==> src/rtl/sat_sub_pipe.sv <==
// Two-stage pipelined saturating subtractor (in1 - in2) with valid/ready flow control
// and a saturating count of clamped results handed downstream.
module sat_sub_pipe #(
    parameter int N  = 8,
    parameter int CW = 8
) (
    input  logic          clk,
    input  logic          rst_n,
    input  logic [N-1:0]  in1,
    input  logic [N-1:0]  in2,
    input  logic          in_valid,
    output logic          in_ready,
    output logic [N-1:0]  out,
    output logic          out_valid,
    input  logic          out_ready,
    output logic          sat_pos,
    output logic          sat_neg,
    input  logic          clr,
    output logic [CW-1:0] sat_cnt
);

    localparam logic [N-1:0]  MAX_POS = {1'b0, {(N-1){1'b1}}};
    localparam logic [N-1:0]  MIN_NEG = {1'b1, {(N-1){1'b0}}};
    localparam logic [CW-1:0] CNT_MAX = '1;

    logic [N:0]    diff_q, diff_d;
    logic          s1_valid_q, s1_valid_d;
    logic [N-1:0]  res_q, res_d;
    logic          sat_pos_q, sat_pos_d;
    logic          sat_neg_q, sat_neg_d;
    logic          s2_valid_q, s2_valid_d;
    logic [CW-1:0] cnt_q, cnt_d;

    logic en;
    logic pos_ovf;
    logic neg_ovf;
    logic out_xfer;

    // The top two bits of the exact difference disagree exactly when it does not fit in N bits.
    always_comb begin
        en       = !s2_valid_q || out_ready;
        pos_ovf  = s1_valid_q && (diff_q[N:N-1] == 2'b01);
        neg_ovf  = s1_valid_q && (diff_q[N:N-1] == 2'b10);
        out_xfer = s2_valid_q && out_ready;

        // NOTE: every always_comb output gets a default first, so no path can infer a latch.
        diff_d     = diff_q;
        s1_valid_d = s1_valid_q;
        res_d      = res_q;
        sat_pos_d  = sat_pos_q;
        sat_neg_d  = sat_neg_q;
        s2_valid_d = s2_valid_q;
        cnt_d      = cnt_q;

        if (en) begin
            diff_d     = {in1[N-1], in1} - {in2[N-1], in2};
            s1_valid_d = in_valid;
            sat_pos_d  = pos_ovf;
            sat_neg_d  = neg_ovf;
            s2_valid_d = s1_valid_q;
            if (pos_ovf) begin
                res_d = MAX_POS;
            end else if (neg_ovf) begin
                res_d = MIN_NEG;
            end else begin
                res_d = diff_q[N-1:0];
            end
        end

        if (clr) begin
            cnt_d = '0;
        end else if (out_xfer && (sat_pos_q || sat_neg_q) && (cnt_q != CNT_MAX)) begin
            cnt_d = cnt_q + 1'b1;
        end
    end

    // NOTE: reset is synchronous and evaluated first, so it outranks clr, en and any transfer.
    always_ff @(posedge clk) begin
        if (!rst_n) begin
            diff_q     <= '0;
            s1_valid_q <= 1'b0;
            res_q      <= '0;
            sat_pos_q  <= 1'b0;
            sat_neg_q  <= 1'b0;
            s2_valid_q <= 1'b0;
            cnt_q      <= '0;
        end else begin
            // NOTE: non-blocking assignments keep every register reading pre-edge values.
            diff_q     <= diff_d;
            s1_valid_q <= s1_valid_d;
            res_q      <= res_d;
            sat_pos_q  <= sat_pos_d;
            sat_neg_q  <= sat_neg_d;
            s2_valid_q <= s2_valid_d;
            cnt_q      <= cnt_d;
        end
    end

    assign in_ready  = en;
    assign out       = res_q;
    assign out_valid = s2_valid_q;
    assign sat_pos   = sat_pos_q;
    assign sat_neg   = sat_neg_q;
    assign sat_cnt   = cnt_q;

endmodule

==> config.mk <==
export PLATFORM = sky130hd
export DESIGN_NAME = sat_sub_pipe
export DESIGN_NICKNAME = d
export VERILOG_FILES = /design/src/rtl/sat_sub_pipe.sv
export SDC_FILE = /design/constraint.sdc
export NUM_CORES = 1
export LEC_CHECK = 0
export ABC_AREA = 1
export CAP_MARGIN = 15
export CORE_MARGIN = 2
export CORE_UTILIZATION = 44
export DETAILED_ROUTE_END_ITERATION = 6
export GPL_ROUTABILITY_DRIVEN = 0
export MAX_ROUTING_LAYER = met4
export PLACE_DENSITY = 0.75
export SLEW_MARGIN = 0
export SYNTH_ARGS = -nofsm -noshare
export SYNTH_HDL_FRONTEND = slang
export SYNTH_SLANG_ARGS = --single-unit
==> constraint.sdc <==
create_clock -name clk -period 1.2 [get_ports clk]
set_input_delay 0.12 -clock clk [delete_from_list [all_inputs] [get_ports clk]]
set_output_delay 0.12 -clock clk [all_outputs]
set_load 0.02 [all_outputs]
* Word level (Yosys, flattened, before mapping)
Index checks and enable logic that the tools add are counted.
** Storage, ports and cells
- Output and inout port bits :: 20
- Logic and storage cells :: 24
- Input port bits :: 21
- Register bits after elaboration :: 29
** Operators by class
- Multiplexer cells :: 2
- Eq/ne operators :: 3
- Bitwise gates (word level) :: 1
- Reductions and logical operators :: 9
- $add $sub $neg :: 2
** Operator list (count)
- 2-to-1 mux 8 bit :: 2
- subtractor 8 x 8 -> 9 bit :: 1
- adder 8 x 1 -> 8 bit (second input constant) :: 1
- != test 8 bit (second input constant) :: 1
- logical AND 1 bit :: 5
- equality test 2 x 1 -> 1 bit (second input constant) :: 1
- equality test 2 bit (second input constant) :: 1
- logical OR 1 bit :: 2
- OR reduction 2 bit :: 1
- zero test 1 bit :: 1
- NOT 1 bit :: 1

* Depth between registers and ports, before layout
Gate-level depths: netlist of run 1.
- Depth in word-level cells :: 4
- Gate-level depth with buffers :: 11
- Depth with buffers taken out :: 11

* Worst setup path before layout of run 1
No wires, ideal clock.
- Path kind :: reg2reg
- Start point :: reg cnt_q[0] (netlist: sat_cnt[0])
- End point :: reg cnt_q[5] (netlist: sat_cnt[5])
- Period minus slack after synthesis :: 1.364 ns
- Arrival :: 1.295 ns
- Stages on the path, launching flop included :: 7
- Path buffers :: 0
- Setup time :: 0.070 ns
- Slack :: -0.164 ns
- Data required time :: 1.130 ns
- Cell sequence :: dfxtp_1 -> ha_1 -> and3_2 -> nand2_1 -> nand3_2 -> nand2_1 -> a21oi_1
** Between the ends
- Longest elaborated chain between the ends :: 2
- Elaborated cells between the ends (all ways) :: 3
- Classes of those cells :: 1 x add/sub; 1 x eq/ne; 1 x reduce/logical
** RTL lines
- start, declared :: line 32 : logic [CW-1:0] cnt_q, cnt_d;
- start signal, assigned :: line 95 : cnt_q <= cnt_d;
- parallel branches: the longest is 2 deep, another holds adder 8 x 1 -> 8 bit
Several ways; the timed one is not identified.
A chain may end at the register's enable or synchronous reset.

* Final worst setup path of run 1
- Start point :: reg s2_valid_q (netlist: out_valid)
- End point :: reg res_q[5] (netlist: out[5])
** Between the ends
- Longest elaborated chain between the ends :: 2
** RTL lines
- start, declared :: line 31 : logic s2_valid_q, s2_valid_d;
- start signal, assigned :: line 94 : s2_valid_q <= s2_valid_d;
- zero test 1 bit :: line 41 : en = !s2_valid_q || out_ready;
- logical OR 1 bit :: line 41
- end signal, assigned :: line 91 : res_q <= res_d;
- end, declared :: line 28 : logic [N-1:0] res_q, res_d;
Every way passes these cells.

==> results of run 1 <==
## state kept, by name, indices dropped and copies added (netlist names)
signal and cells:
diff_q 9, out 8, sat_cnt 8, out_valid 1, s1_valid_q 1, sat_neg 1
sat_pos 1
## how the worst min path moves through the flow
stage | from | to | slack, ns | cells past startpoint
finish | in2[0] | diff_q[0] | 0.29 | 3
global route | in2[0] | diff_q[0] | 0.30 | 3
CTS | in2[0] | diff_q[0] | 0.28 | 3
detailed placement | diff_q[5] | out[5] | 0.45 | 2
global placement | diff_q[1] | out[1] | 0.45 | 2
floorplan | rst_n | diff_q[1] | 0.26 | 2
## logic make-up (layout without fill, tap and decap cells)
family                     Yosys count  in the layout  synth area share [%]
and+or+nand+nor                    109            109                 28.64
buffers and inverters               49            134                 11.59
AOI/OAI and AO/OA                   42             43                 13.58
DFF                                 29             29                 34.24
adders and majority gates           10             10                 7.823
xor gates and xnor gates             8              8                 4.133
## worst max-delay path, cell delays in order (launching register included)
cell and delay (ns):
dfxtp_2 0.32, inv_2 0.06, nor2_4 0.03, buf_6 0.12, buf_6 0.11, nor3_4 0.19, buf_6 0.14, buf_6 0.09
a21oi_1 0.04, a21oi_1 0.20
## synthesized netlist by cell type
cell / instances
xor2_1: 7
nor3_4: 1
nand3b_1: 1
dfxtp_1: 29
nor2_1: 19
nand2_2: 1
or2_2: 1
clkbuf_1: 1
and3_2: 1
nor2_4: 3
xnor2_1: 1
a21oi_1: 22
ha_1: 9
nand2_1: 66
inv_1: 43
nand3_1: 12
buf_6: 1
o21ai_0: 16
nand4_1: 2
or2_0: 1
buf_2: 1
nand3_2: 1
buf_4: 1
a31oi_1: 1
a31oi_2: 1
o21ai_1: 1
fa_1: 1
inv_2: 2
a21oi_4: 1
## per-stage QoR
step                      std cells  worst slack (ns)
final                           381           -0.1949
after global routing            381           -0.2109
after CTS                       376           -0.1031
after detailed placement        359           -0.5248
after global placement          359           -0.5141
after floorplan                 247          0.001635
## metal layers
layer / track usage, % / up-vias
met2: 36.74 / 71
met5: - / -
met3: 4.600 / 9
met1: 24.97 / 881
li1: - / 949
met4: 7.908 / 0
## layout make-up
cell class / instances / share of cell area (%)
multi-input combinational: 170 / 41.68
timing repair buffer: 81 / 26.11
clock buffer: 6 / 2.580
inverter: 45 / 6.094
clock inverter: 2 / 0.3559
tap: 48 / 2.135
sequential: 29 / 21.04
## cells in the final DEF, fill, tap and decap left out, drive strengths merged
master	instances
nand2	67
inv	45
buf	42
dfxtp	29
dlygate4sd2	28
a21oi	24
nor2	22
o21ai	17
nand3	13
ha	9
clkbuf	8
xor2	7
dlymetal6s2s	4
clkdlybuf4s50	3
nand4	2
clkinv	2
clkdlybuf4s15	2
a31oi	2
or2	2
nor3	1
and3	1
xnor2	1
nand3b	1
fa	1
## power breakdown
| group | total (uW) | switching [uW] | internal (uW) | leakage, uW |
|---|---|---|---|---|
| combinational | 710 | 369 | 341 | 0.00116 |
| sequential | 1080 | 51.4 | 1030 | 0.000241 |
| clock | 777 | 376 | 401 | 0.0000450 |
| total | 2570 | 796 | 1770 | 0.00145 |
## repair_timing
action,in CTS,in global routing
pin swaps,24,23
endpoints found under the hold margin,0,0
resized for setup,78,44
cloned,1,1
buffers inserted,8,4
hold buffers,0,0
setup endpoints to repair,41,25
==> impl_metrics.ini, run 1 <==
[floorplan]
row_count = 22
fp.dieArea_um2 = 4366
ios = 41
start_util_pct = 45.96
die_y_um = 66.08
dieWidth_um = 66.08
coreArea_um2 = 3689

[synthesis]
syn_nets = 278
synth_cells = 247
yosysTopAreaCell = dfxtp_1
ys_top_cells_by_area = dfxtp_1 34%, nand2_1 15%, inv_1 9.5%
syn_area_um2 = 1695
synth.avg_cell_area_um2 = 6.864
yosys_warnings = 0
synth_cell_types = 29
ys_ff_latch = 29
ys_seq_area_share_pct = 34.24
synth_top_cell_area_share_pct = 34.24

[routing]
via_count = 1910
routed_via_density = 5.013
wl_per_cell_um = 12.87
first_iter_violations = 158
remaining_drc_errors = 0
drt-pass1-iter-count = 4
drt-met1-wl_mm = 2.005
drt_wl_total_mm = 4.902
met2WireLength_mm = 2.553
final_antenna_net_count = 0
maxUsedRoutingLayer = met4
wl_met3_um = 259

[clock_tree]
cts_root_buf = clkbuf_8
cts_buffers = 5
cts_buffer_depth = 2
path_clk_slew_ns = 0.06
cts_tree = yes
htreeDepth = 2
clock-sinks = 29
clock_latency_ns = 0.28

[timing]
rsz0062_at_grt = true
fin_ws_ns = -0.1949
finalCriticalPeriod_ns = 1.395
fmax_ghz = 0.7169
fin_hold_ws_ns = 0.2870
clock_skew_ns = 0.002131
finalSetupTns_ns = -0.8494
relSlewSlack_pct = 81.47
final-max-slew-violation-count = 0
tightest_slew_ns = 0.2776
setup_violations = 17
hold_viol = 0
post-route-period-util_pct = 116.2

[placement]
io_buffers = 40
placed_area_um2 = 2382
dp_hpwl_mm = 2.892

[global_routing]
grt-ovfl-total = 0
grt_pass1_vias = 1688
grt_util_all_layers_pct = 21.54
grt_start_max_net_pins = 23
grt_pass1_wl_mm = 7.065
antenna_found_initial = 0

[setup_path]
startpoint_type = flop
critPathMaxFanout = 2
worstPathRequired_ns = 1.39
cp-end-kind = flop
cp-endpoint = out[5]
worstPathArrival_ns = 1.59
r2r_slack_ns = -0.19
crit_type = flop to flop
r2r_end = out[5]
r2r_start = out_valid
rr_worst_depth = 9
cp-startpoint = out_valid

[layout]
diodes = 0
nets = 363
n_fill_cell = 278
postLayoutCoreUtil_pct = 76.26
drive_above_1_share_pct = 36.64
seqCellArea_um2 = 591.8
final_area_um2 = 2813
multi_input_area_um2 = 1172
syn2layout_area_growth_pct = 65.90

[pwr]
p_per_area_nw_per_um2 = 913.3
max-vdd-ir-drop_uv = 434.3
finalPower_uw = 2569
p_leak_uw = 0.001448

[flow_run]
max_cap_viol_count = 0

[worst_hold_path]
hp-class = input port to flop

[outcome]
violations = setup timing
status = finished, violations left
(Power assumes the default switching activity.)
==> run 2: changes to the inputs <==
--- a/config.mk
+++ b/config.mk
@@ -6,13 +6,13 @@
 export NUM_CORES = 1
 export LEC_CHECK = 0
 export ABC_AREA = 1
-export CAP_MARGIN = 15
+export CAP_MARGIN = 20
 export CORE_MARGIN = 2
 export CORE_UTILIZATION = 44
 export DETAILED_ROUTE_END_ITERATION = 6
 export GPL_ROUTABILITY_DRIVEN = 0
 export MAX_ROUTING_LAYER = met4
-export PLACE_DENSITY = 0.75
+export PLACE_DENSITY = 0.83
 export SLEW_MARGIN = 0
 export SYNTH_ARGS = -nofsm -noshare
 export SYNTH_HDL_FRONTEND = slang
==> run 2 against run 1 <==
Sequential cell count did not move. Combinational power increased by 2%. Worst setup slack gained 0.073 ns. Critical path depth shrank 4. Sequential power hardly changed. The flow still finishes with violations (setup timing). Die area unchanged. Hold slack better by 0.035 ns. First-iteration DRC count fell by 11%.
==> impl_metrics.ini, run 2 (same netlist as run 1, synthesis figures left out) <==
[outcome]
status = finished, violations left
violations = setup timing

[timing]
clock_skew_ns = 0.006403
post-route-period-util_pct = 110.2
hold_viol = 0
setup_violations = 22
finalSetupTns_ns = -0.8594
final-max-slew-violation-count = 0
fmax_ghz = 0.7565
tightest_slew_ns = 0.3425
finalCriticalPeriod_ns = 1.322
relSlewSlack_pct = 77.09
fin_ws_ns = -0.1219
rsz0062_at_grt = true

[clock_tree]
cts_buffers = 5
clock-sinks = 29
clock_latency_ns = 0.28
hold_buffers = 0
cts_tree = yes
cts_buffer_depth = 2
htreeDepth = 2
cts_root_buf = clkbuf_8
path_clk_slew_ns = 0.06

[setup_path]
crit_path_max_incr_delay_ns = 0.35
startpoint_type = flop
r2r_slack_ns = -0.12
slowest_stage = dfxtp_4
cp-end-kind = flop
worstPathRequired_ns = 1.39
worstPathArrival_ns = 1.52
cp_cell_sequence = ha_4, and3_4, a21oi_4, nand2_1, a21oi_1
crit_type = flop to flop
critPathMaxFanout = 4

[global_routing]
grt_pass1_vias = 1761
grt_util_all_layers_pct = 24.68
antenna_found_initial = 0
use_met2_pct = 43.94
globalRouteMet1Util_pct = 27.22
grt_use_met3_pct = 4.600
grt-ovfl-total = 0
grt_pass1_wl_mm = 7.921
top_usage_layer = met2
grt_start_max_net_pins = 16

[pwr]
finalPower_uw = 2646
p_per_area_nw_per_um2 = 943.8
p_leak_uw = 0.001421
max-vdd-ir-drop_uv = 709.9

[floorplan]
dieWidth_um = 66.08
ios = 41
die_y_um = 66.08
row_count = 22
fp.dieArea_um2 = 4366
start_util_pct = 45.96
coreArea_um2 = 3689

[placement]
io_buffers = 40
dp_slack_ns = -0.5465
dp_hpwl_mm = 2.993

[routing]
remaining_drc_errors = 0
drt-pass1-iter-count = 4
via_count = 1940
routed_via_density = 5.092
final_antenna_net_count = 0
first_iter_violations = 140
drt_wl_total_mm = 5.429
wl_per_cell_um = 14.25

[layout]
nets = 363
top_register = diff_q
syn2layout_area_growth_pct = 65.39
diodes = 0
layout_commonest_cell = nand2_1
final_cell_mix = 58 x nand2_1, 33 x inv_1, 32 x buf_4
n_fill_cell = 260
largest_reg_flops = 9
drive_above_1_share_pct = 35.44

[worst_hold_path]
hp-class = input port to flop

[flow_run]
max_cap_viol_count = 0
-- run 2: cell count changes in the layout (fill, tap and decap cells not counted), moves of 3 or more --
cell,previous run,this run
nand2_2,12,8
a21oi_2,10,7
nand2_1,54,58
dfxtp_1,24,21
dfxtp_2,3,6
-- run 2: final cells by class --
type                            instances  area (um^2)  share of cell area [%]
Clock buffer                            8        90.09                   3.213
Inverter                               45        168.9                   6.024
Multi-Input combinational cell        170         1187                   42.35
Sequential cell                        29        595.6                   21.24
Tap cell                               48        60.06                   2.142
Timing Repair Buffer                   81        701.9                   25.03
-- run 2: worst paths after layout --
kind,cells after the start,end,from
min reg2reg,2,out[0],diff_q[0]
max reg2reg,5,sat_cnt[5],sat_cnt[1]
max,5,sat_cnt[5],sat_cnt[1]
min,3,diff_q[0],in2[0]
-- run 2: per-stage QoR --
stage,area (um^2),hold slack (ns),std cells,utilization (%)
6_report,2804,0.3221,381,76.02
5_1_grt,2804,0.3226,381,76.02
4_1_cts,2648,0.2906,378,71.78
3_5_place_dp,2412,0.4542,363,65.40
3_3_place_gp,2412,0.4468,363,65.40
2_1_floorplan,1739,0.2584,247,-
-- run 2: worst max-delay path: cells and delay by family (launching register included) --
| family | cells | cell delay, ns |
|---|---|---|
| compound gates | 2 | 0.39 |
| flops | 1 | 0.35 |
| simple gates | 2 | 0.35 |
| fa+ha+maj | 1 | 0.15 |
-- run 2: where the power goes --
part,switching (uW),internal (uW),leakage (uW)
clock network,370,467,0.0000455
registers,56.9,1030,0.000242
logic,379,342,0.00113
total,806,1840,0.00142
-- run 2: metal layers --
metal	up-vias	part of all wire, %
met5	-	0
met2	78	51
met3	18	5.6
li1	947	-
met1	897	40
met4	0	3.4
-- run 2: repair_timing --
item                                    4_1_cts  5_1_grt
endpoints found under the setup margin       43       30
pin swaps                                    23       22
resized for setup                            78       46
buffers inserted                              6        3
gates cloned                                  1        1
